`config.mk`:
```
export PLATFORM = sky130hd
export DESIGN_NAME = pc_ctrl_scheduler_flat
export DESIGN_NICKNAME = d
export VERILOG_FILES = /design/src/rtl/pc_ctrl_scheduler_if.sv /design/src/rtl/pc_ctrl_scheduler.sv /design/src/flat_wrapper.sv
export SDC_FILE = /design/constraint.sdc
export NUM_CORES = 1
export LEC_CHECK = 0
export CAP_MARGIN = 20
export CORE_ASPECT_RATIO = 2
export CORE_UTILIZATION = 41
export DETAILED_ROUTE_END_ITERATION = 8
export PLACE_DENSITY = 0.79
export SETUP_SLACK_MARGIN = 0.05
export SYNTH_ARGS = -nofsm -noshare
export SYNTH_HDL_FRONTEND = slang
export SYNTH_SLANG_ARGS = --single-unit
```
`constraint.sdc`:
```
create_clock -name clk -period 1.5 [get_ports clk]
set_input_delay 0.225 -clock clk [delete_from_list [all_inputs] [get_ports clk]]
set_output_delay 0.225 -clock clk [all_outputs]
set_load 0.02 [all_outputs]
```
`src/rtl/pc_ctrl_scheduler_if.sv`:
```
// ============================================================================
// Module      : pc_ctrl_scheduler_if
// Description : Bundles the redirect, stall and PC-control signals between the
//               hazard/branch units (master) and pc_ctrl_scheduler (slave).
//               Also defines the shared ctrl-signal encodings.
// Ports       : master drives trap/branch redirects and stall sources and
//               observes ctrl/pc/flush/pending/timeout; slave is the reverse.
// Revision    : 1.0 - initial release
// ============================================================================
`default_nettype none

`ifndef CTRL_STATE_Default
`define CTRL_STATE_Default 2'b00
`define CTRL_STATE_Branch  2'b01
`define CTRL_STATE_Stalled 2'b10
`endif

interface pc_ctrl_scheduler_if;
    logic        trap_valid_i;
    logic [63:0] trap_pc_i;
    logic        branch_valid_i;
    logic [63:0] branch_pc_i;
    logic        icache_stall_i;
    logic        hazard_stall_i;
    logic        dcache_stall_i;
    logic [1:0]  ctrl_signal_o;
    logic [63:0] pc_new_o;
    logic        flush_o;
    logic        redirect_pending_o;
    logic        stall_timeout_o;

    modport master (
        output trap_valid_i, trap_pc_i, branch_valid_i, branch_pc_i,
               icache_stall_i, hazard_stall_i, dcache_stall_i,
        input  ctrl_signal_o, pc_new_o, flush_o, redirect_pending_o,
               stall_timeout_o
    );

    modport slave (
        input  trap_valid_i, trap_pc_i, branch_valid_i, branch_pc_i,
               icache_stall_i, hazard_stall_i, dcache_stall_i,
        output ctrl_signal_o, pc_new_o, flush_o, redirect_pending_o,
               stall_timeout_o
    );
endinterface

`default_nettype wire

```
`src/rtl/pc_ctrl_scheduler.sv`:
```
// ============================================================================
// Module      : pc_ctrl_scheduler
// Description : Produces the 2-bit ctrl and 64-bit new-PC for the PC/fetch
//               stage. Arbitrates trap/branch redirects against icache,
//               load-use and dcache stalls, parks a redirect that arrives
//               while stalled, holds fetch for BOOT_WAIT cycles after reset
//               and flags stalls that last STALL_TIMEOUT cycles.
// Ports       : clk  - rising-edge clock
//               rst  - asynchronous active-low reset
//               bus  - pc_ctrl_scheduler_if.slave (redirects, stalls, ctrl,
//                      pc_new, flush, redirect_pending, stall_timeout)
// Revision    : 1.0 - initial release
// ============================================================================
`default_nettype none

module pc_ctrl_scheduler #(
    parameter int BOOT_WAIT     = 2,
    parameter int STALL_TIMEOUT = 1024
) (
    input  wire logic          clk,
    input  wire logic          rst,
    pc_ctrl_scheduler_if.slave bus
);

    localparam logic [1:0] c_ST_BOOT = 2'd0;
    localparam logic [1:0] c_ST_RUN  = 2'd1;
    localparam logic [1:0] c_ST_HOLD = 2'd2;

    // With no boot wait the design comes out of reset directly in RUN.
    localparam logic [1:0] c_RESET_STATE = (BOOT_WAIT == 0) ? c_ST_RUN : c_ST_BOOT;

    localparam int                  c_BOOT_W    = (BOOT_WAIT > 1) ? $clog2(BOOT_WAIT + 1) : 1;
    localparam logic [c_BOOT_W-1:0] c_BOOT_INIT = c_BOOT_W'(BOOT_WAIT);
    localparam logic [c_BOOT_W-1:0] c_BOOT_ONE  = c_BOOT_W'(1);
    localparam logic [15:0]         c_TIMEOUT   = 16'(STALL_TIMEOUT);

    logic [1:0]          r_state;
    logic [1:0]          w_state_nxt;
    logic [c_BOOT_W-1:0] r_boot_cnt;
    logic                r_pend_trap;
    logic [63:0]         r_pend_pc;
    logic [15:0]         r_wd_cnt;
    logic [15:0]         w_wd_nxt;
    logic                r_timeout;

    logic                w_stall;
    logic                w_in_boot;
    logic                w_hold;
    logic                w_trap_acc;
    logic                w_branch_acc;
    logic                w_sel_valid;
    logic [63:0]         w_sel_pc;
    logic [1:0]          w_ctrl;
    logic [63:0]         w_pc_new;
    logic                w_flush;

    assign w_stall   = bus.icache_stall_i | bus.hazard_stall_i | bus.dcache_stall_i;
    assign w_in_boot = (r_state == c_ST_BOOT);
    assign w_hold    = (r_state == c_ST_HOLD);

    // A branch seen while a redirect is parked comes from a younger,
    // already-flushed instruction and is dropped.
    assign w_trap_acc   = bus.trap_valid_i & ~w_in_boot;
    assign w_branch_acc = bus.branch_valid_i & ~w_in_boot & ~w_hold;
    assign w_sel_valid  = w_trap_acc | w_hold | w_branch_acc;

    // Priority: live trap, parked trap, parked branch, live branch.
    always_comb begin
        w_sel_pc = '0;
        if (w_trap_acc) begin
            w_sel_pc = bus.trap_pc_i;
        end else if (w_hold && r_pend_trap) begin
            w_sel_pc = r_pend_pc;
        end else if (w_hold) begin
            w_sel_pc = r_pend_pc;
        end else if (w_branch_acc) begin
            w_sel_pc = bus.branch_pc_i;
        end
    end

    // ------------------------------------------------------------------
    // FSM: state register
    // ------------------------------------------------------------------
    always_ff @(posedge clk or negedge rst) begin
        if (!rst) begin
            r_state <= c_RESET_STATE;
        end else begin
            r_state <= w_state_nxt;
        end
    end

    // ------------------------------------------------------------------
    // FSM: next state
    // ------------------------------------------------------------------
    always_comb begin
        w_state_nxt = r_state;
        case (r_state)
            c_ST_BOOT: begin
                // Leaving when the counter shows 1 gives exactly BOOT_WAIT
                // stalled cycles.
                if (r_boot_cnt <= c_BOOT_ONE) begin
                    w_state_nxt = c_ST_RUN;
                end
            end
            c_ST_RUN: begin
                if ((w_trap_acc || w_branch_acc) && w_stall) begin
                    w_state_nxt = c_ST_HOLD;
                end
            end
            c_ST_HOLD: begin
                if (!w_stall) begin
                    w_state_nxt = c_ST_RUN;
                end
            end
            default: w_state_nxt = c_ST_BOOT;
        endcase
    end

    // ------------------------------------------------------------------
    // FSM: outputs. Gating on rst makes the outputs collapse to their
    // reset values the instant reset asserts, whatever the state.
    // ------------------------------------------------------------------
    always_comb begin
        w_ctrl   = `CTRL_STATE_Stalled;
        w_pc_new = '0;
        w_flush  = 1'b0;
        if (rst && !w_in_boot) begin
            w_flush = w_trap_acc | w_branch_acc;
            if (w_sel_valid) begin
                w_pc_new = {w_sel_pc[63:2], 2'b00};
            end
            if (w_stall) begin
                w_ctrl = `CTRL_STATE_Stalled;
            end else if (w_sel_valid) begin
                w_ctrl = `CTRL_STATE_Branch;
            end else begin
                w_ctrl = `CTRL_STATE_Default;
            end
        end
    end

    assign bus.ctrl_signal_o      = w_ctrl;
    assign bus.pc_new_o           = w_pc_new;
    assign bus.flush_o            = w_flush;
    assign bus.redirect_pending_o = w_hold;
    assign bus.stall_timeout_o    = r_timeout;

    // Watchdog counts stalled cycles outside boot and saturates.
    always_comb begin
        w_wd_nxt = '0;
        if (!w_in_boot && (w_ctrl == `CTRL_STATE_Stalled)) begin
            w_wd_nxt = (r_wd_cnt < c_TIMEOUT) ? (r_wd_cnt + 16'd1) : r_wd_cnt;
        end
    end

    // ------------------------------------------------------------------
    // Boot counter, parked redirect, watchdog
    // ------------------------------------------------------------------
    always_ff @(posedge clk or negedge rst) begin
        if (!rst) begin
            r_boot_cnt  <= c_BOOT_INIT;
            r_pend_trap <= 1'b0;
            r_pend_pc   <= '0;
            r_wd_cnt    <= '0;
            r_timeout   <= 1'b0;
        end else begin
            if (w_in_boot && (r_boot_cnt != '0)) begin
                r_boot_cnt <= r_boot_cnt - c_BOOT_ONE;
            end

            if (w_stall) begin
                // A trap always replaces whatever is parked; a branch can
                // only be accepted here when nothing is parked.
                if (w_trap_acc) begin
                    r_pend_trap <= 1'b1;
                    r_pend_pc   <= bus.trap_pc_i;
                end else if (w_branch_acc) begin
                    r_pend_trap <= 1'b0;
                    r_pend_pc   <= bus.branch_pc_i;
                end
            end else if (w_hold) begin
                r_pend_trap <= 1'b0;
                r_pend_pc   <= '0;
            end

            r_wd_cnt  <= w_wd_nxt;
            r_timeout <= r_timeout | (w_wd_nxt == c_TIMEOUT);
        end
    end

endmodule

`default_nettype wire

```
`src/flat_wrapper.sv`:
```
// flat-port wrapper written by rule: the top's interface ports become plain ports
module pc_ctrl_scheduler_flat 
#(
    parameter int BOOT_WAIT     = 2,
    parameter int STALL_TIMEOUT = 1024
)
  (clk, rst, bus_trap_valid_i, bus_trap_pc_i, bus_branch_valid_i, bus_branch_pc_i, bus_icache_stall_i, bus_hazard_stall_i, bus_dcache_stall_i, bus_ctrl_signal_o, bus_pc_new_o, bus_flush_o, bus_redirect_pending_o, bus_stall_timeout_o);
  pc_ctrl_scheduler_if bus_i ();
  input  wire logic clk;
  input  wire logic rst;
  input wire logic [$bits(bus_i.trap_valid_i)-1:0] bus_trap_valid_i;
  input wire logic [$bits(bus_i.trap_pc_i)-1:0] bus_trap_pc_i;
  input wire logic [$bits(bus_i.branch_valid_i)-1:0] bus_branch_valid_i;
  input wire logic [$bits(bus_i.branch_pc_i)-1:0] bus_branch_pc_i;
  input wire logic [$bits(bus_i.icache_stall_i)-1:0] bus_icache_stall_i;
  input wire logic [$bits(bus_i.hazard_stall_i)-1:0] bus_hazard_stall_i;
  input wire logic [$bits(bus_i.dcache_stall_i)-1:0] bus_dcache_stall_i;
  output wire logic [$bits(bus_i.ctrl_signal_o)-1:0] bus_ctrl_signal_o;
  output wire logic [$bits(bus_i.pc_new_o)-1:0] bus_pc_new_o;
  output wire logic [$bits(bus_i.flush_o)-1:0] bus_flush_o;
  output wire logic [$bits(bus_i.redirect_pending_o)-1:0] bus_redirect_pending_o;
  output wire logic [$bits(bus_i.stall_timeout_o)-1:0] bus_stall_timeout_o;
  assign bus_i.trap_valid_i = bus_trap_valid_i;
  assign bus_i.trap_pc_i = bus_trap_pc_i;
  assign bus_i.branch_valid_i = bus_branch_valid_i;
  assign bus_i.branch_pc_i = bus_branch_pc_i;
  assign bus_i.icache_stall_i = bus_icache_stall_i;
  assign bus_i.hazard_stall_i = bus_hazard_stall_i;
  assign bus_i.dcache_stall_i = bus_dcache_stall_i;
  assign bus_ctrl_signal_o = bus_i.ctrl_signal_o;
  assign bus_pc_new_o = bus_i.pc_new_o;
  assign bus_flush_o = bus_i.flush_o;
  assign bus_redirect_pending_o = bus_i.redirect_pending_o;
  assign bus_stall_timeout_o = bus_i.stall_timeout_o;
  pc_ctrl_scheduler #(.BOOT_WAIT(BOOT_WAIT), .STALL_TIMEOUT(STALL_TIMEOUT)) u_core (.clk(clk), .rst(rst), .bus(bus_i));
endmodule
```
Word-level counts from Yosys, hierarchy flattened
Cells that the tools add are included.

$add $sub $neg: 2. Magnitude comparators: 2. Reduce and logical (&&, ||, !) cells: 12. Bitwise operators: 11. Muxes and demuxes: 24. Eq/ne operators: 8.

Operators with widths (count): $mux 64 (10); $mux 16 (2); $add 16x1->16 const B (1); $eq 16x11->1 const B (1); $lt 16x11->1 const B (1); $mux 2 (5); $mux 1 (6); $or 1x1->1 (6); $pmux 2 s3 (1); $logic_and 1x1->1 (5); $eq 2x2->1 const B (2); $ne 2x2->1 const B (2); $reduce_bool 2->1 (2); $and 1x1->1 (3); $ne 3x3->1 const B (1); $reduce_and 3->1 (1); $eq 2x1->1 const B (1); $le 2x1->1 const B (1); $logic_not 2->1 (1); $ne 2x1->1 const B (1); $not 1->1 (2); $reduce_and 2->1 (1); $sub 2x1->2 const B (1); $logic_not 1->1 (1); $logic_or 1x1->1 (1).

Output and inout bits: 69. Bits in registers: 86. Input bits: 135. Word-level logic and storage cells: 65.

Depth between registers and ports, before layout
Gate-level depths: netlist of the first run.

Depth after elaboration: 13. Gate-level depth with buffers: 8. Gate-level depth less buffers: 6.

Least setup slack after synthesis of the first run
OpenSTA, ideal clock, no wires.

Path kind: register to output. Start point: register u_core.r_state[0]. End point: output bus_pc_new_o[14]. Arrival time: 1.776 ns. Buffers on the path: 4. Slack: -0.501 ns. Cell stages (with the launch flop): 8. Data required time: 1.275 ns. Cell sequence: dfrtp_1 > buf_2 > o21ai_0 > buf_2 > buf_2 > buf_2 > nor2_1 > nor3_1.

Word-level cells in the longest chain between the ends: 10. Elaborated cells between the ends (all ways): 18. Those cells by class: eq/ne: 1; mux: 6; bitwise: 7; reduce/logical: 4.

RTL lines: start, declared (RTL line pc_ctrl_scheduler.sv:37) `logic [1:0] r_state;`; start signal, assigned (RTL line pc_ctrl_scheduler.sv:86) `r_state <= c_RESET_STATE;`; start signal, assigned (RTL line pc_ctrl_scheduler.sv:88) `r_state <= w_state_nxt;`; $logic_not 2->1 (RTL line pc_ctrl_scheduler.sv:58) `assign w_in_boot = (r_state == c_ST_BOOT);`; $not 1->1 (RTL line pc_ctrl_scheduler.sv:63, pc_ctrl_scheduler.sv:64); $and 1x1->1 (2 in a row) (RTL line pc_ctrl_scheduler.sv:64) `assign w_branch_acc = bus.branch_valid_i & ~w_in_boot & ~w_hold;`; $mux 64 (RTL line pc_ctrl_scheduler.sv:76) `end else if (w_branch_acc) begin`; $mux 64 (RTL line pc_ctrl_scheduler.sv:74) `end else if (w_hold) begin`; $mux 64 (RTL line pc_ctrl_scheduler.sv:72) `end else if (w_hold && r_pend_trap) begin`; $mux 64 (RTL line pc_ctrl_scheduler.sv:70) `if (w_trap_acc) begin`; $mux 64 (RTL line pc_ctrl_scheduler.sv:129) `if (w_sel_valid) begin`; $mux 64 * (RTL line pc_ctrl_scheduler.sv:127) `if (rst && !w_in_boot) begin`; end, declared (RTL line flat_wrapper.sv:19) `output wire logic [$bits(bus_i.pc_new_o)-1:0] bus_pc_new_o;`.

Every way passes the cells marked *; elsewhere a longest branch is shown, timed or not.

Worst setup path in the final report of the first run
Start point: register u_core.r_state[0]. End point: output bus_pc_new_o[33].

The elaborated chain is that of the path after synthesis.

==> results.txt, run 1 <==
The run finished, with violations left. The checks that failed: setup timing. The slew at the pin closest to its max-slew limit came out at approximately 0.77 ns. The most utilized layer in the global route result is met2.

The analysis attributes to net switching a power of 9.26 mW. The global routing met1 resource utilization came out at 38.0%. The synthesized netlist contains 44 unique library cells. The number of vias in the routed layout is roughly 7k. The number of iterations in the first detailed-routing pass is 5. The final worst setup slack came out at -0.850 ns. Leaving out fill and tap cells, the most frequent cells in the layout are sky130_fd_sc_hd__buf_4, sky130_fd_sc_hd__clkdlybuf4s50_1, sky130_fd_sc_hd__dfrtp_1. The max-cap violation count came out at 0. Clock tree synthesis selected as its root buffer the cell sky130_fd_sc_hd__clkbuf_16.

The number of non-filler instances in the completed layout is 1062. The number of sinks handled by clock tree synthesis came out at 83. For this run, the register share of the synthesized area comes to 39.1%. For this run, the number of Yosys warnings is 0. Power spread over the standard cell area amounts to 1870 nW/µm². The mean post-synth cell area came out at around 8.7 µm². The initial standard-cell utilization of the core came out at 42.1%.

The post-detailed-route via-to-cell ratio came out at roughly 6.6. STA puts the critical path data required time at 1.27 ns. The horizontal extent of the die came out at 82.6 µm. The number of flops mapped to enable cells by yosys came out at 0. The most used flip-flop cell after synthesis is sky130_fd_sc_hd__dfrtp_1. The post-detailed-route wirelength per cell is 27.2 µm.

The met3 demand-to-capacity share in global routing came out at ~8.1%. The level count of the clock H-tree came out at 3. The leakage power came out at 4.55 nW. The max-slew violation total from the final report is 0. The total global routing track utilization is 36.9%. The sum of routed wire length over all layers is between 20000 and 30000 µm. The last weighted congestion value of the routability-driven placer came out at 0.838. STA classifies the critical path startpoint as a flip-flop. The category of the most critical setup path is reg -> out. The number of CTS-inserted buffers is 9.

The data arrival time of the critical path came out at 2.12 ns. The final critical path takes up 157% of the cycle. The initial antenna violation count is 2.

The class of the most critical hold timing path is in -> async. The library cell used most frequently in the layout, excluding fill and tap cells, is sky130_fd_sc_hd__buf_4. The tightest slew margin relative to the limit is 48.9%.

The placement row count came out at 58. The core outline area came out at 12600 µm². The total of fill cells in the finished design came out at 615. The area occupied by registers came out at 2080 µm². The residual overflow from global routing came out at 0. The setup slack of the most critical reg-to-reg path is -0.79 ns. The die is 163 µm tall. The number of global-route vias before repair came out at 6949. In the final layout, the share of cells above drive strength 1 is 45.4%. The layout overhead on the synthesized area came out at 101%. Counting every instance in the synthesized netlist gives roughly 600. Setup repair after global routing could not meet its margin everywhere. The clock slew at the register clock pins of the worst setup and hold paths is 0.06 ns. The clock tree from TritonCTS is yes. The final-report setup violation count is 139. Combinational logic burns 68.0% of the power. The HPWL reported at the end of detailed placement came out at 13900 µm. In the global route stage, met2 resource usage came out at 65.4%.

Counting along the longest clock path gives a buffer depth of 2. The timing-limited maximum frequency came out at 0.426 GHz. The post-synthesis cell area came out at 5320 µm². In this run switching power makes up between 40% and 50% of total power. The total number of nets in the final design is 1045. The floorplan step defined a die boundary enclosing 13500 µm². The shortest period the worst path allows is 2.35 ns. The worst setup path is captured at an output port. The number of primary I/O pins is about 200. After synthesis, the share of flip-flops with an asynchronous set or reset is 100%. The number of hold violations in the final report is 0. Counting flops and latches in the post-synthesis netlist gives 83.

The number of cells on the worst reg-to-reg path came out at 9. The worst voltage drop across the vdd grid is 1430 µV. Buffers placed on the I/O ports in this run total 197. The largest net degree at the start of global routing is 55. Registers are responsible for 20.8% of the overall power.

Hold timing on the final database bottoms out at a slack of 0.0727 ns. The cell-internal power is 10.8 mW. The clock latency on the worst-skew pair came out at 0.36 ns. The maximum fanout along the worst path came out at 33. The area of combinational cells with multiple inputs is around 4500 µm². The cell total after placement came out at about 1000. Per report_power, the clock group accounts for 11.2% of the total. The worst clock skew came out at around 0.0083 ns. The residual antenna-violating net count after detailed routing came out at 0.

After the first detailed-routing iteration, the DRC count stood at 533. The global-route wire length before repair is between 30000 and 40000 µm. For this run, design rule violations remaining after detail routing come to 0.
[layer usage]
layer,share of wire [%],up-vias
met1,32,3372
met4,8.1,2
met5,0.041,-
met3,9.1,201
li1,-,2865
met2,51,517
[synthesized netlist by cell type, types with 3 or more instances]
cell	number	share of area, %
sky130_fd_sc_hd__dfrtp_1	82	39
sky130_fd_sc_hd__nor2_1	80	5.6
sky130_fd_sc_hd__nand2_1	69	4.9
sky130_fd_sc_hd__nor3_1	66	6.2
sky130_fd_sc_hd__mux2i_1	64	12
sky130_fd_sc_hd__a221oi_1	62	10
sky130_fd_sc_hd__o21ai_1	33	3.1
sky130_fd_sc_hd__buf_2	26	2.4
sky130_fd_sc_hd__clkbuf_1	22	1.6
sky130_fd_sc_hd__o21ai_0	22	2.1
sky130_fd_sc_hd__o31ai_1	11	1.6
sky130_fd_sc_hd__and2_1	7	0.82
sky130_fd_sc_hd__buf_6	7	1.5
sky130_fd_sc_hd__xor2_1	7	1.2
sky130_fd_sc_hd__inv_1	4	0.28
sky130_fd_sc_hd__nand3_1	4	0.38
sky130_fd_sc_hd__a211oi_1	3	0.42
sky130_fd_sc_hd__a21oi_1	3	0.28
sky130_fd_sc_hd__buf_1	3	0.21
sky130_fd_sc_hd__ha_1	3	0.71
sky130_fd_sc_hd__nand4_1	3	0.35
sky130_fd_sc_hd__o21a_1	3	0.42
sky130_fd_sc_hd__xnor2_1	3	0.49
[power groups by stage]
| stage | registers (mW) | logic [mW] | clock network (mW) |
|---|---|---|---|
| 3_5_place_dp | 3.72 | 8.85 | 0 |
| 5_1_grt | 4.18 | 14.3 | 2.34 |
| 3_3_place_gp | 3.67 | 8.62 | 0 |
| 2_1_floorplan | 3.56 | 5.81 | 0 |
| 6_report | 4.16 | 13.6 | 2.25 |
| 4_1_cts | 3.87 | 11.5 | 2.21 |
[flip-flops by register name, summed over array words and instances, names as in the netlist]
name and count:
u_core.r_boot_cnt 2, u_core.r_pend_pc 62, u_core.r_state 2, u_core.r_wd_cnt 16
u_core.bus.stall_timeout_o 1
[worst max-delay path, stage by stage, from the launching register on]
cell	delay, ns
sky130_fd_sc_hd__dfrtp_2	0.47
sky130_fd_sc_hd__buf_12	0.15
sky130_fd_sc_hd__o21a_4	0.24
sky130_fd_sc_hd__buf_12	0.22
sky130_fd_sc_hd__a221oi_4	0.38
sky130_fd_sc_hd__nor3_2	0.10
sky130_fd_sc_hd__buf_4	0.18
[worst paths after layout]
kind	start	to
min in group clk	u_core.bus.stall_timeout_o$_DFF_PN0_	u_core.bus.stall_timeout_o$_DFF_PN0_
worst max register to register	u_core.r_state[0]$_DFFE_PN0P_	u_core.r_pend_pc[34]$_DFFE_PN0P_
worst min register to register	u_core.bus.stall_timeout_o$_DFF_PN0_	u_core.bus.stall_timeout_o$_DFF_PN0_
worst max-delay path	u_core.r_state[0]$_DFFE_PN0P_	bus_pc_new_o[33]
max in group asynchronous	rst	u_core.r_wd_cnt[10]$_DFF_PN0_
worst min-delay path	rst	u_core.r_pend_pc[19]$_DFFE_PN0P_
[what timing repair did]
item	CTS	global route
pin swaps	14	33
gates resized for setup	446	84
setup buffers	21	11
hold buffers	2	0
cloned	11	7
hold endpoints to repair	3	0
endpoints found under the setup margin	143	149
[through the flow]
stage | util (%) | power [mW] | setup slack (ns) | TNS [ns] | cell area, µm²
after floorplan | - | 9.36 | -0.114 | -9.59 | 5970
after global placement | 68.6 | 12.3 | -0.933 | -88.26 | 8660
after detailed placement | 68.6 | 12.6 | -0.962 | -91.09 | 8660
after CTS | 79.3 | 17.5 | -0.637 | -65.80 | 10000
after global routing | 84.8 | 20.8 | -0.864 | -84.82 | 10700
final | 84.8 | 20.0 | -0.850 | -78.05 | 10700
[area by class of cell]
type                    instances  share of cell area (%)
well taps                     150                    1.75
flip-flops and latches         83                    19.5
clock inverters                 5                   0.514
diodes                          1                  0.0234
repair buffers                344                    34.1
inverters                       4                   0.140
clock buffers                  10                    2.14
multi-input cells             465                    41.9
[cells by family (layout without fill, tap and decap cells)]
| group | after synthesis | after routing | share of synthesized area [%] |
|---|---|---|---|
| buffers and inverters | 64 | 363 | 6.25 |
| AOI/OAI and AO/OA | 145 | 145 | 19.6 |
| xor gates and xnor gates | 10 | 10 | 1.65 |
| other | 1 | 3 | 0.0705 |
| adders and majority gates | 3 | 3 | 0.705 |
| and+or+nand+nor | 241 | 241 | 20.6 |
| DFF | 83 | 83 | 39.1 |
| muxes | 64 | 64 | 12.0 |
(Power assumes the default switching activity.)
==> inputs of run 2 (changes only) <==
--- a/constraint.sdc
+++ b/constraint.sdc
@@ -3,2 +3,2 @@
 set_output_delay 0.225 -clock clk [all_outputs]
-set_load 0.02 [all_outputs]
+set_load 0.01 [all_outputs]
==> run 2 against run 1 <==
The flow now stops in 5_1_grt. Synthesized cell count stayed put. Synthesized area did not move.
==> results.txt, run 2 <==
The stage at which the run stopped is 5_1_grt. The HPWL reported at the end of detailed placement is 15100 µm (was 13900 µm). The number of sinks handled by clock tree synthesis came out at 83 (unchanged). Synth area leaders: sky130_fd_sc_hd__dfrtp_1, sky130_fd_sc_hd__mux2i_1, sky130_fd_sc_hd__a221oi_1 (unchanged).

The commonest register cell after synthesis is sky130_fd_sc_hd__dfrtp_1 (unchanged). The instance count of the mapped netlist came to 611 (unchanged). The die height is 163 µm (unchanged). The post-synthesis cell area came out at 5320 µm² (unchanged). The horizontal extent of the die was 82.6 µm (unchanged). The cell total after placement is 1013 (was 996). The first error in the log reads "[ERROR DPL-0038] Utilization greater than 100%, impossible to legalize". The deepest clock path buffer count was 2 (unchanged). The placement row count is 58 (unchanged). The proportion of synthesized chip area in sequential cells is 39.1% (unchanged).

The number of flops mapped to enable cells by yosys is 0 (unchanged). The cell at the root of the clock tree is sky130_fd_sc_hd__clkbuf_16 (unchanged). The most instantiated library cell after synthesis is sky130_fd_sc_hd__dfrtp_1 (unchanged).

The number of primary I/O pins is 204 (unchanged). The last weighted congestion value of the routability-driven placer came out at 0.875 (was 0.838). The count of yosys warnings during synthesis is 0 (unchanged). Result of the run: stopped before the end (was finished, violations left). The area share of the largest cell type after synthesis is 38.6% (unchanged). The number of CTS-inserted buffers is 9 (unchanged).

Most instantiated cells after synthesis: sky130_fd_sc_hd__dfrtp_1, sky130_fd_sc_hd__nor2_1, sky130_fd_sc_hd__nand2_1 (unchanged). The synthesis-stage register bit count is 83 (unchanged). The number of different library cells in the post-synthesis netlist was 44 (unchanged).

The number of buffers inserted by port buffering came to 197 (unchanged). The initial standard-cell utilization of the core came to 42.1% (unchanged). After the last repair the worst path ends at a primary output. Once global-route timing repair stopped, the endpoint with the least setup slack was bus_pc_new_o[53].

The top cell type by total area after synthesis was sky130_fd_sc_hd__dfrtp_1 (unchanged). The mean post-synth cell area is 8.71 µm² (unchanged). The level count of the clock H-tree came out at 3 (unchanged). Entering global routing, the biggest net connects 36 pins.

The share of flip-flops with an asynchronous set or reset was 100% (unchanged).
-- run 2: cell counts after synthesis --
Identical to the previous run, type by type.
-- run 2: cell families after synthesis --
family / Yosys count / share of synthesized area, %
compound gates: 145 / 19.6
buf+inv: 64 / 6.25
flops: 83 / 39.1
other cells: 1 / 0.0705
simple gates: 241 / 20.6
fa+ha+maj: 3 / 0.705
xor+xnor: 10 / 1.65
mux: 64 / 12.0
-- run 2: repair_timing --
action	CTS
gates cloned	24
buffers inserted	66
resized for setup	386
pin swaps	32
endpoints found under the setup margin	143
hold buffers	0
-- run 2: through the flow --
stage	setup TNS (ns)	utilization, %	area [µm²]	worst slack (ns)
floorplan	-2.97	-	6410	-0.0526
detailed placement	-86.18	72.8	9200	-0.842
global placement	-80.46	72.8	9200	-0.736
CTS	-70.23	88.9	11200	-0.676
==> inputs of run 3 (changes only) <==
Settings changed: CORE_ASPECT_RATIO 2 to unset, CORE_UTILIZATION 41 to 36, PLACE_DENSITY 0.79 to unset, PLACE_DENSITY_LB_ADDON set to 0.15, SETUP_SLACK_MARGIN 0.05 to unset.
Clock period 1.5 ns to 1.95 ns, I/O delays scaled along.
==> run 3 against run 2 <==
The flow now finishes, with violations (setup timing).
==> results.txt, run 3 (synthesized netlist as in run 1, its figures left out) <==
In this run the static leakage power is 4.00 nW. Per report_power, the clock group accounts for 14.7% of the total. The max-cap violation count came out at 0. The power spent charging and discharging nets came out at 4.90 mW. The worst setup path is of the reg -> out kind. The number of flip-flops in the largest register is 62. The maximum fanout along the worst path came out at 33.

The deepest clock path buffer count came out at 2 (unchanged). In this run the standard cell core region covers 14500 µm². The repair_antennas step left the layout with diodes totalling 0. The number of sinks handled by clock tree synthesis is 83 (unchanged). The initial standard-cell utilization of the core was 36.8% (was 42.1%).

The detailed router finished its first iteration with about 400 violations. The area occupied by registers came out at roughly 2100 µm². For this run, the slowest stage of the critical path takes 0.43 ns.

The top cell types in the final layout, fill and taps aside, are sky130_fd_sc_hd__clkdlybuf4s50_1, sky130_fd_sc_hd__dfrtp_1, sky130_fd_sc_hd__nor2_1. The total of fill cells in the finished design came out at 1200. The die height is 124 µm (was 163 µm). The share of total power dissipated in combinational logic is 60.3%. The timing-limited maximum frequency came out at ~0.46 GHz. The post-detailed-route via-to-cell ratio came out at 5.76. Cell internal power was estimated by the tool at 6.94 mW. After global routing the overflow that remains totals 0. The placement row count came out at 44 (was 58).

The class of the most critical hold timing path is in -> async. The number of buffers inserted by port buffering is 197 (unchanged). The total global routing track utilization is about a quarter. The shortest period the worst path allows came out at 2.19 ns. The sum of routed wire length over all layers is roughly 20000 µm. The max-slew violation total from the final report came out at 0.

The worst voltage drop across the vdd grid is 684 µV. The number of primary I/O pins came out at 204 (unchanged). The last weighted congestion value of the routability-driven placer was 0.813 (was 0.875). After detailed routing, the number of remaining DRC violations is 0. Setup repair after global routing could not meet its margin everywhere. The sum of internal, switching and leakage power is 11.8 mW. The met3 routed wirelength came out at about 1300 µm. The number of iterations in the first detailed-routing pass came out at 5.

Setup slack on the critical path of the routed design comes to -0.239 ns. The startpoint type of the worst setup path is a flip-flop. The final-report setup violation count is 63.

Data on the critical path arrives at its endpoint at 1.90 ns. The tightest slew margin relative to the limit is 58.7%. At the pin with the least slew margin, the transition time is 0.619 ns. The number of non-filler instances in the completed layout is about 1.0k.

The largest registers in the layout are u_core.r_pend_pc (62), u_core.r_wd_cnt (16). The number of hold violations in the final report came out at 0. Across the routed clock network, the largest skew measured is about 0.0073 ns.

The clock slew at the register clock pins of the worst setup and hold paths came out at 0.06 ns. The largest net degree at the start of global routing came out at 51. Ranked by flip-flop count, first place goes to u_core.r_pend_pc.

TritonCTS built the clock tree. The global-route wire length before repair came out at 28900 µm. The number of CTS-inserted buffers is 9 (unchanged). Result of the run: finished, violations left (was stopped before the end). The die covers 15300 µm².

The horizontal extent of the die is 124 µm (was 82.6 µm). The required time of the worst setup path came out at 1.66 ns. Sequential cells burn 25.0% of the power. The net switching share of the total power is 41.4%.

The cell total after placement is 983 (was 1013). The residual antenna-violating net count after detailed routing is 0. The area of combinational cells with multiple inputs came out at 3500 µm². The post-route netlist has a little under a third of its cells at a drive strength greater than 1. The sum of met2 wire segment lengths after detailed routing came out at 9970 µm. The initial antenna violation count is 0. The met1 routed wirelength after detailed routing is 8550 µm.

Walking the worst path, the cells encountered are buf_4 -> o21a_4 -> buf_12 -> a221oi_1 -> nor3_2 -> buf_2. Routed signal wires occupy layers up through met4. The level count of the clock H-tree is 3 (unchanged). The cell at the root of the clock tree was sky130_fd_sc_hd__clkbuf_16 (unchanged). The clock latency on the worst-skew pair is 0.34 ns. The power per cell area came out at 1330 nW/µm². The checks that failed: setup timing. STA classifies the critical path endpoint as an output port. Dividing the detail-routed wire length by the instance count gives ~20 µm. The layout overhead on the synthesized area came out at 67.2%. The total number of nets in the final design came out at roughly 980. The HPWL reported at the end of detailed placement came out at 12100 µm (was 15100 µm). On the critical path, the stage with the largest delay is an instance of sky130_fd_sc_hd__dfrtp_2.

Dividing the final minimum period by the clock period gives 112%. The number of global-route vias before repair is 5714. The commonest non-fill, non-tap cell in the layout is sky130_fd_sc_hd__clkdlybuf4s50_1. The number of vias in the routed layout is approximately 6k.
run 3: area by class of cell:
cell class | count | area share, %
timing repair buffer | 278 | 31.1
tap | 184 | 2.59
sequential | 83 | 23.4
inverter | 4 | 0.169
clock buffer | 12 | 3.00
multi-input combinational | 465 | 39.4
clock inverter | 2 | 0.394
run 3: critical path: cells and delay by family, from the launching register on:
| kind | cells | cell delay, ns |
|---|---|---|
| buffers and inverters | 3 | 0.50 |
| AOI/OAI and AO/OA | 2 | 0.54 |
| and+or+nand+nor | 1 | 0.08 |
| DFF | 1 | 0.43 |
run 3: metrics by stage:
stage	setup WS (ns)	hold slack (ns)	utilization [%]	area, µm²	TNS [ns]
CTS	-0.299	0.178	57.0	8250	-12.65
global placement	-0.602	0.462	53.6	7750	-39.89
global route	-0.291	0.206	61.4	8890	-14.80
detailed placement	-0.592	0.468	53.6	7750	-39.98
finish	-0.239	0.161	61.4	8890	-10.56
floorplan	0.0804	-0.00309	-	5330	0
run 3: worst paths after layout:
check	from	end	slack (ns)	cells after the start
min	rst	u_core.r_wd_cnt[14]$_DFF_PN0_	0.16	3
min reg2reg	u_core.bus.stall_timeout_o$_DFF_PN0_	u_core.bus.stall_timeout_o$_DFF_PN0_	0.47	2
max reg2reg	u_core.r_state[1]$_DFFE_PN0P_	u_core.r_pend_pc[28]$_DFFE_PN0P_	0.03	8
max	u_core.r_state[1]$_DFFE_PN0P_	bus_pc_new_o[50]	-0.24	6
max in group asynchronous	rst	u_core.r_pend_pc[32]$_DFFE_PN0P_	1.30	3
min in group clk	u_core.bus.stall_timeout_o$_DFF_PN0_	u_core.bus.stall_timeout_o$_DFF_PN0_	0.47	2
run 3: repair_timing:
item                       4_1_cts  5_1_grt
hold buffers                     0        0
pin swaps                        7       11
setup endpoints to repair       68      115
setup buffers                   13        6
cloned                           5       12
resized for setup              239      149
run 3: per-layer routing:
metal | up-vias | GRT usage [%]
met1 | 2896 | 31.1
met3 | 48 | 3.53
met4 | 0 | 11.4
met5 | - | 0
met2 | 264 | 40.8
li1 | 2715 | -
run 3: power by group through the flow:
stage / Combinational (mW) / Sequential (mW) / Clock (mW)
2_1_floorplan: 3.27 / 2.70 / 0
3_3_place_gp: 5.37 / 2.84 / 0
3_5_place_dp: 5.49 / 2.85 / 0
4_1_cts: 5.92 / 2.86 / 1.77
5_1_grt: 7.66 / 3.03 / 1.83
6_report: 7.15 / 2.96 / 1.74
